$ cat src/rtl/pipe_pkg.sv
// pipe_pkg: shared widths, field offsets and packing helpers for the MIPS
// inter-stage pipeline registers.
//   ID/EX payload : {d1[31:0], d2[31:0], rs[4:0], rt[4:0], rd[4:0]}  (79 bits)
//   ID/EX control : {muxctrl[15:0], memctrl[2:0], aluctrl[3:0]}       (23 bits)
package pipe_pkg;

    localparam int unsigned REG_ADDR_W = 5;
    localparam int unsigned WORD_W     = 32;
    localparam int unsigned MUXCTRL_W  = 16;
    localparam int unsigned MEMCTRL_W  = 3;
    localparam int unsigned ALUCTRL_W  = 4;

    localparam int unsigned ID_EX_DATA_W = 2 * WORD_W + 3 * REG_ADDR_W;
    localparam int unsigned ID_EX_CTRL_W = MUXCTRL_W + MEMCTRL_W + ALUCTRL_W;

    // Payload field offsets (LSB positions), rd in the low bits.
    localparam int unsigned RD_LSB = 0;
    localparam int unsigned RT_LSB = RD_LSB + REG_ADDR_W;
    localparam int unsigned RS_LSB = RT_LSB + REG_ADDR_W;
    localparam int unsigned D2_LSB = RS_LSB + REG_ADDR_W;
    localparam int unsigned D1_LSB = D2_LSB + WORD_W;

    // Control field offsets (LSB positions), aluctrl in the low bits.
    localparam int unsigned ALUCTRL_LSB = 0;
    localparam int unsigned MEMCTRL_LSB = ALUCTRL_LSB + ALUCTRL_W;
    localparam int unsigned MUXCTRL_LSB = MEMCTRL_LSB + MEMCTRL_W;

    typedef struct packed {
        logic [WORD_W-1:0]     d1;
        logic [WORD_W-1:0]     d2;
        logic [REG_ADDR_W-1:0] rs;
        logic [REG_ADDR_W-1:0] rt;
        logic [REG_ADDR_W-1:0] rd;
    } id_ex_data_t;

    typedef struct packed {
        logic [MUXCTRL_W-1:0] muxctrl;
        logic [MEMCTRL_W-1:0] memctrl;
        logic [ALUCTRL_W-1:0] aluctrl;
    } id_ex_ctrl_t;

    function automatic logic [ID_EX_DATA_W-1:0] pack_id_ex_data(
        input logic [WORD_W-1:0]     d1,
        input logic [WORD_W-1:0]     d2,
        input logic [REG_ADDR_W-1:0] rs,
        input logic [REG_ADDR_W-1:0] rt,
        input logic [REG_ADDR_W-1:0] rd
    );
        logic [ID_EX_DATA_W-1:0] v;
        v = '0;
        v[D1_LSB +: WORD_W]     = d1;
        v[D2_LSB +: WORD_W]     = d2;
        v[RS_LSB +: REG_ADDR_W] = rs;
        v[RT_LSB +: REG_ADDR_W] = rt;
        v[RD_LSB +: REG_ADDR_W] = rd;
        return v;
    endfunction

    function automatic logic [ID_EX_CTRL_W-1:0] pack_id_ex_ctrl(
        input logic [MUXCTRL_W-1:0] muxctrl,
        input logic [MEMCTRL_W-1:0] memctrl,
        input logic [ALUCTRL_W-1:0] aluctrl
    );
        logic [ID_EX_CTRL_W-1:0] v;
        v = '0;
        v[MUXCTRL_LSB +: MUXCTRL_W] = muxctrl;
        v[MEMCTRL_LSB +: MEMCTRL_W] = memctrl;
        v[ALUCTRL_LSB +: ALUCTRL_W] = aluctrl;
        return v;
    endfunction

endpackage

$ cat src/rtl/pipe_stage_hs.sv
// pipe_stage_hs: inter-stage pipeline register with valid/ready handshake,
// stall back-pressure, flush and bubble insertion.
//   clock, reset        rising-edge clock, synchronous active-high reset
//   flush               drop every held entry (and any item accepted this cycle)
//   in_valid/in_ready   upstream handshake, in_data/in_ctrl payload
//   out_valid/out_ready downstream handshake, out_data/out_ctrl presented item
//   occupancy           number of held entries (0..1+SKID)
// SKID=1 adds a second entry so in_ready comes straight from a flop;
// SKID=0 is a single entry with in_ready = !main_valid | out_ready.
module pipe_stage_hs
    import pipe_pkg::*;
#(
    parameter int unsigned DATA_W = ID_EX_DATA_W,
    parameter int unsigned CTRL_W = ID_EX_CTRL_W,
    parameter int unsigned SKID   = 1
) (
    input  logic              clock,
    input  logic              reset,
    input  logic              flush,
    input  logic              in_valid,
    output logic              in_ready,
    input  logic [DATA_W-1:0] in_data,
    input  logic [CTRL_W-1:0] in_ctrl,
    output logic              out_valid,
    input  logic              out_ready,
    output logic [DATA_W-1:0] out_data,
    output logic [CTRL_W-1:0] out_ctrl,
    output logic [1:0]        occupancy
);

    logic              main_valid_q, main_valid_d;
    logic [DATA_W-1:0] main_data_q,  main_data_d;
    logic [CTRL_W-1:0] main_ctrl_q,  main_ctrl_d;

    logic              skid_valid_q;
    logic [DATA_W-1:0] skid_data_q;
    logic [CTRL_W-1:0] skid_ctrl_q;

    logic in_xfer;
    logic load_main;

    assign in_xfer   = in_valid & in_ready;
    assign load_main = ~main_valid_q | out_ready;

    // Main entry: the skid entry (older) has priority over fresh input so
    // items leave in arrival order. Loading with no source makes a bubble,
    // and a bubble always carries zero control.
    always_comb begin
        main_valid_d = main_valid_q;
        main_data_d  = main_data_q;
        main_ctrl_d  = main_ctrl_q;
        if (flush) begin
            main_valid_d = 1'b0;
            main_ctrl_d  = '0;
        end else if (load_main) begin
            if (skid_valid_q) begin
                main_valid_d = 1'b1;
                main_data_d  = skid_data_q;
                main_ctrl_d  = skid_ctrl_q;
            end else if (in_xfer) begin
                main_valid_d = 1'b1;
                main_data_d  = in_data;
                main_ctrl_d  = in_ctrl;
            end else begin
                main_valid_d = 1'b0;
                main_ctrl_d  = '0;
            end
        end
    end

    always_ff @(posedge clock) begin
        if (reset) begin
            main_valid_q <= 1'b0;
            main_data_q  <= '0;
            main_ctrl_q  <= '0;
        end else begin
            main_valid_q <= main_valid_d;
            main_data_q  <= main_data_d;
            main_ctrl_q  <= main_ctrl_d;
        end
    end

    generate
        if (SKID != 0) begin : g_skid
            logic              skid_valid_d;
            logic [DATA_W-1:0] skid_data_d;
            logic [CTRL_W-1:0] skid_ctrl_d;
            logic              in_ready_q;

            // The skid entry only fills when main is held by a stall; any
            // main load empties it, since main takes the skid item first.
            always_comb begin
                skid_valid_d = skid_valid_q;
                skid_data_d  = skid_data_q;
                skid_ctrl_d  = skid_ctrl_q;
                if (flush || load_main) begin
                    skid_valid_d = 1'b0;
                end else if (in_xfer) begin
                    skid_valid_d = 1'b1;
                    skid_data_d  = in_data;
                    skid_ctrl_d  = in_ctrl;
                end
            end

            // in_ready is its own flop tracking the next skid state, so
            // out_ready never reaches in_ready combinationally.
            always_ff @(posedge clock) begin
                if (reset) begin
                    skid_valid_q <= 1'b0;
                    skid_data_q  <= '0;
                    skid_ctrl_q  <= '0;
                    in_ready_q   <= 1'b1;
                end else begin
                    skid_valid_q <= skid_valid_d;
                    skid_data_q  <= skid_data_d;
                    skid_ctrl_q  <= skid_ctrl_d;
                    in_ready_q   <= ~skid_valid_d;
                end
            end

            assign in_ready = in_ready_q;
        end else begin : g_no_skid
            assign skid_valid_q = 1'b0;
            assign skid_data_q  = '0;
            assign skid_ctrl_q  = '0;
            assign in_ready     = ~main_valid_q | out_ready;
        end
    endgenerate

    assign out_valid = main_valid_q;
    assign out_data  = main_data_q;
    assign out_ctrl  = main_ctrl_q;
    assign occupancy = {1'b0, main_valid_q} + {1'b0, skid_valid_q};

endmodule

$ cat config.mk
export PLATFORM = sky130hd
export DESIGN_NAME = pipe_stage_hs
export DESIGN_NICKNAME = d
export VERILOG_FILES = /design/src/rtl/pipe_pkg.sv /design/src/rtl/pipe_stage_hs.sv
export SDC_FILE = /design/constraint.sdc
export NUM_CORES = 1
export LEC_CHECK = 0
export CELL_PAD_IN_SITES_DETAIL_PLACEMENT = 1
export CELL_PAD_IN_SITES_GLOBAL_PLACEMENT = 1
export CORE_ASPECT_RATIO = 1.1
export CORE_UTILIZATION = 41
export DETAILED_ROUTE_END_ITERATION = 8
export GPL_TIMING_DRIVEN = 1
export HOLD_SLACK_MARGIN = 0.02
export PLACE_DENSITY_LB_ADDON = 0.1
export SETUP_SLACK_MARGIN = 0.05
export SYNTH_ARGS = -nofsm -noshare
export SYNTH_HDL_FRONTEND = slang
export SYNTH_SLANG_ARGS = --single-unit
$ cat constraint.sdc
create_clock -name clock -period 3.25 [get_ports clock]
set_clock_uncertainty 0.15 [all_clocks]
set_input_delay 0.65 -clock clock [delete_from_list [all_inputs] [get_ports clock]]
set_output_delay 0.65 -clock clock [all_outputs]
set_load 0.05 [all_outputs]
Word-level counts from Yosys, hierarchy flattened

Index checks and enable logic that the tools add are counted.

Register bits: 207
Input port bits: 107
Output and inout port bits: 106
Logic and storage cells: 27

Add/subtract/negate cells: 1
Multiplexer cells: 8
Bitwise gates (word level): 6
Reductions and logical operators: 5

Operator list:

| kind              | count |
|---|---|
| $mux 79           | 2 |
| $mux 23           | 2 |
| $mux 1            | 4 |
| $not 1->1         | 4 |
| $reduce_and 3->1  | 1 |
| $add 1x1->2       | 1 |
| $reduce_and 2->1  | 1 |
| $reduce_bool 2->1 | 1 |
| $reduce_or 2->1   | 1 |
| $and 1x1->1       | 1 |
| $logic_or 1x1->1  | 1 |
| $or 1x1->1        | 1 |

Logic depth before layout (Yosys ltp)

Word-level depth: 5
Depth in mapped cells: 7
Gate-level depth less buffers: 3

Worst setup path after synthesis

No wires, ideal clock.

Path type: reg-to-reg
Start: register g_skid.in_ready_q, in the netlist in_ready
End: register main_data_q[44], in the netlist out_data[44]
Setup time: 81 ps
Arrival: 1822 ps
Data required time: 3019 ps
Setup slack: 1197 ps
Stages on the path, launching flop included: 7
Path buffers: 3
Clock period less this slack: 2053 ps
Cells stage by stage: dfxtp_1 a21oi_2 or3_1 buf_2 buf_6 buf_6 a211oi_2

Longest elaborated chain between the ends: 3

RTL lines:

| what                               | RTL line             | RTL |
|---|---|---|
| start, declared                    | pipe_stage_hs.sv:88  | `logic in_ready_q;` |
| start signal, assigned             | pipe_stage_hs.sv:117 | `in_ready_q <= ~skid_valid_d;` |
| $and 1x1->1                        | pipe_stage_hs.sv:42  | `assign in_xfer = in_valid & in_ready;` |
| $reduce_bool 2->1 (no source line) | --                   |  |
| $reduce_and 3->1 (no source line)  | --                   |  |
| end signal, assigned               | pipe_stage_hs.sv:78  | `main_data_q <= main_data_d;` |
| end, declared                      | pipe_stage_hs.sv:32  | `logic [DATA_W-1:0] main_data_q, main_data_d;` |

Every way passes these cells.
A chain may end at the register's enable or synchronous reset.

Worst setup path after layout

Start: register skid_valid_q
End: output port occupancy[0]

Longest elaborated chain between the ends: 1

RTL lines:

| what                   | RTL line             | RTL |
|---|---|---|
| start, declared        | pipe_stage_hs.sv:35  | `logic skid_valid_q;` |
| start signal, assigned | pipe_stage_hs.sv:114 | `skid_valid_q <= skid_valid_d;` |
| $add 1x1->2            | pipe_stage_hs.sv:133 | `assign occupancy = {1'b0, main_valid_q} + {1'b0, skid_valid_q};` |
| end, declared          | pipe_stage_hs.sv:28  | `output logic [1:0] occupancy` |

Every way passes these cells.

==> metrics.txt <==
slew margin rel.=28.0%; power share of the sequential group=40.9%; Routability Congestion=0.709; design area=12,900 um^2; Max Cap Viol=0; Rows=58; Sw Share=25.7%; RSZ-0062 raised after global routing=false; initial antenna violation count=4; Internal Pwr Total=4.87 mW; Fmax=364 MHz; placed cell area=12,100 um^2; register area share after synthesis=42.5%; share of cells above drive strength 1=12.5%; CTS Hold Bufs=0; TritonRoute pass-1 iters=6; first-pass GRT wire length=42,800 um; die footprint=24,400 um^2; Tightest Pin Transition=1080 ps; clk sink count=207; Synth cell types=25; IO Pins=213; CP max FO=4; Detail Placement HPWL=16,300 um; post-route setup TNS=0 ps; H-tree Lvls=1; number of synthesized register bits=207; area fraction of the dominant cell type after synthesis=42.5%; Fin. Hold Viols=0; crit end category=output port; Chip Width=149 um; Initial Util=42.3%; routed vias/inst=5.24; post-CTS setup buffers=0; fin crit share=84.4%; final setup vio count=0; syn_nets=1,116; Setup Crit Path Kind=reg2out; switching power total=1.69 mW; fillers=2,518; Total GRT Usage=21.7%; root buf cell=clkbuf_16; EDFF count, synth=0; Post-CTS Resized=0; VDD IR max=0.313 mV; Num CTS Buffers=24; Initial DRC Count=277; minimum clock period=2740 ps; Longest Clk Path Bufs=3; top cell type by total area after synthesis=dfxtp_1; combinational fraction of design power=15.3%; GRT overflow=0; Clk pwr share=43.8%; top cells by area, synth=dfxtp_1 42%, nand2b_1 13%, mux2i_1 13%; Vias=7,779; worst-skew pair later-pin latency=510 ps; multi-input logic area=4910 um^2; Final Routed Wirelength=26,800 um; PwrDens=508 nW/um^2; Synthesis Warnings=0; vias in the first global route=8,321; outcome=finished clean; cell area after synthesis=9760 um^2; post-synthesis average cell area=9.68 um^2; core region area=23,100 um^2; Worst Path Arrival=1940 ps; CTS tree=built; top_reg_cell synth=dfxtp_1; routed len/inst=18.0 um; register area=4150 um^2; Async SR Flop Fraction=0%; DRC viols=0; Worst-path clk slew=60 ps; height of the die=164 um; Leak=4.38 nW; Routed Antenna Nets=0; Port Buf Inserts=212; largest net degree at the start of global routing=103; hold crit path type=reg2reg; Critical Path RT=2450 ps; area added between synthesis and finish=32.5%; Setup crit start kind=flip-flop; Layout Nets=1,273; Slew Limit Fails=0; Mapped Cells=1,008
==> registers in the layout, indices dropped and copies added (netlist names) <==
register	flops
out_ctrl	23
skid_data_q	79
in_ready	1
skid_valid_q	1
out_valid	1
out_data	79
skid_ctrl_q	23
==> worst paths after layout <==
| check | from | endpoint | slack [ps] | cells after the start |
|---|---|---|---|---|
| hold reg to reg | out_data[36]$_SDFFE_PP0P_ | out_data[36]$_SDFFE_PP0P_ | 300 | 2 |
| setup / recovery | skid_valid_q$_SDFF_PP0_ | occupancy[0] | 510 | 2 |
| setup reg to reg | skid_valid_q$_SDFF_PP0_ | out_data[48]$_SDFFE_PP0P_ | 1180 | 4 |
| hold / removal | out_data[36]$_SDFFE_PP0P_ | out_data[36]$_SDFFE_PP0P_ | 300 | 2 |
==> area by class of cell <==
class,count,area share [%]
diodes,3,0.0581
clock buffers,40,5.90
clock inverters,3,0.697
inverters,81,2.35
multi-input cells,623,38.0
flip-flops and latches,207,32.1
well taps,300,2.90
repair buffers,228,18.0
==> logic make-up (layout without fill, tap and decap cells) <==
kind of cell	after synthesis	count (layout)	synth area share (%)
fa+ha+maj	1	1	0.128
buf+inv	178	352	7.45
flops	207	207	42.5
compound gates	106	106	8.62
mux	203	203	21.8
simple gates	313	313	19.5
other cells	0	3	0
==> layer usage <==
metal  routed length (um)  vias up  GRT usage, %  share of wire (%)
met5                   12        -             0              0.045
met4                  481        2          5.24                1.8
met3                 1330       32          4.33                5.0
met2                13000      149          38.9                 49
met1                12000     3794          26.3                 45
li1                     -     3802             -                  -
==> power groups by stage <==
stage	clock network, mW	logic, mW	registers (mW)
floorplan	0	0.346	3.00
global placement	0	0.995	2.74
detailed placement	0	1.01	2.74
CTS	2.95	1.02	2.69
global route	3.05	1.07	2.69
finish	2.87	1.01	2.68
==> synth_stat cells (all sizes together), types with 3 or more instances <==
cell type	n
dfxtp	207
a211oi	101
nor2	23
nand2b	205
inv	81
mux2i	124
nor4	79
clkbuf	63
buf	34
mux2	79
a21oi	3
==> stage by stage <==
step                      setup slack (ps)  hold slack (ps)  total power, mW  util (%)  instances
after CTS                              481              309             6.65      56.0       1482
after detailed placement               394              297             3.75      52.3       1439
after global routing                   461              324             6.81      56.0       1483
final                                  505              305             6.56      56.0       1485
after global placement                 486              294             3.73      52.3       1439
after floorplan                       1200              295             3.35         -       1008
==> placed cells by master, fill, tap and decap left out, types with 10 or more instances in the layout <==
cell,n
nand2b_1,205
nor4_1,79
inv_1,81
a211oi_2,10
nor2_1,23
mux2i_1,124
mux2_2,79
buf_4,10
clkdlybuf4s50_1,210
a211oi_1,91
clkbuf_16,25
dfxtp_1,206
==> critical path: stages, from the launching register on <==
cell and delay (ps):
dfxtp_4 370, ha_1 270, clkdlybuf4s50_1 790
No activity file was read; power rests on OpenSTA's default activity.
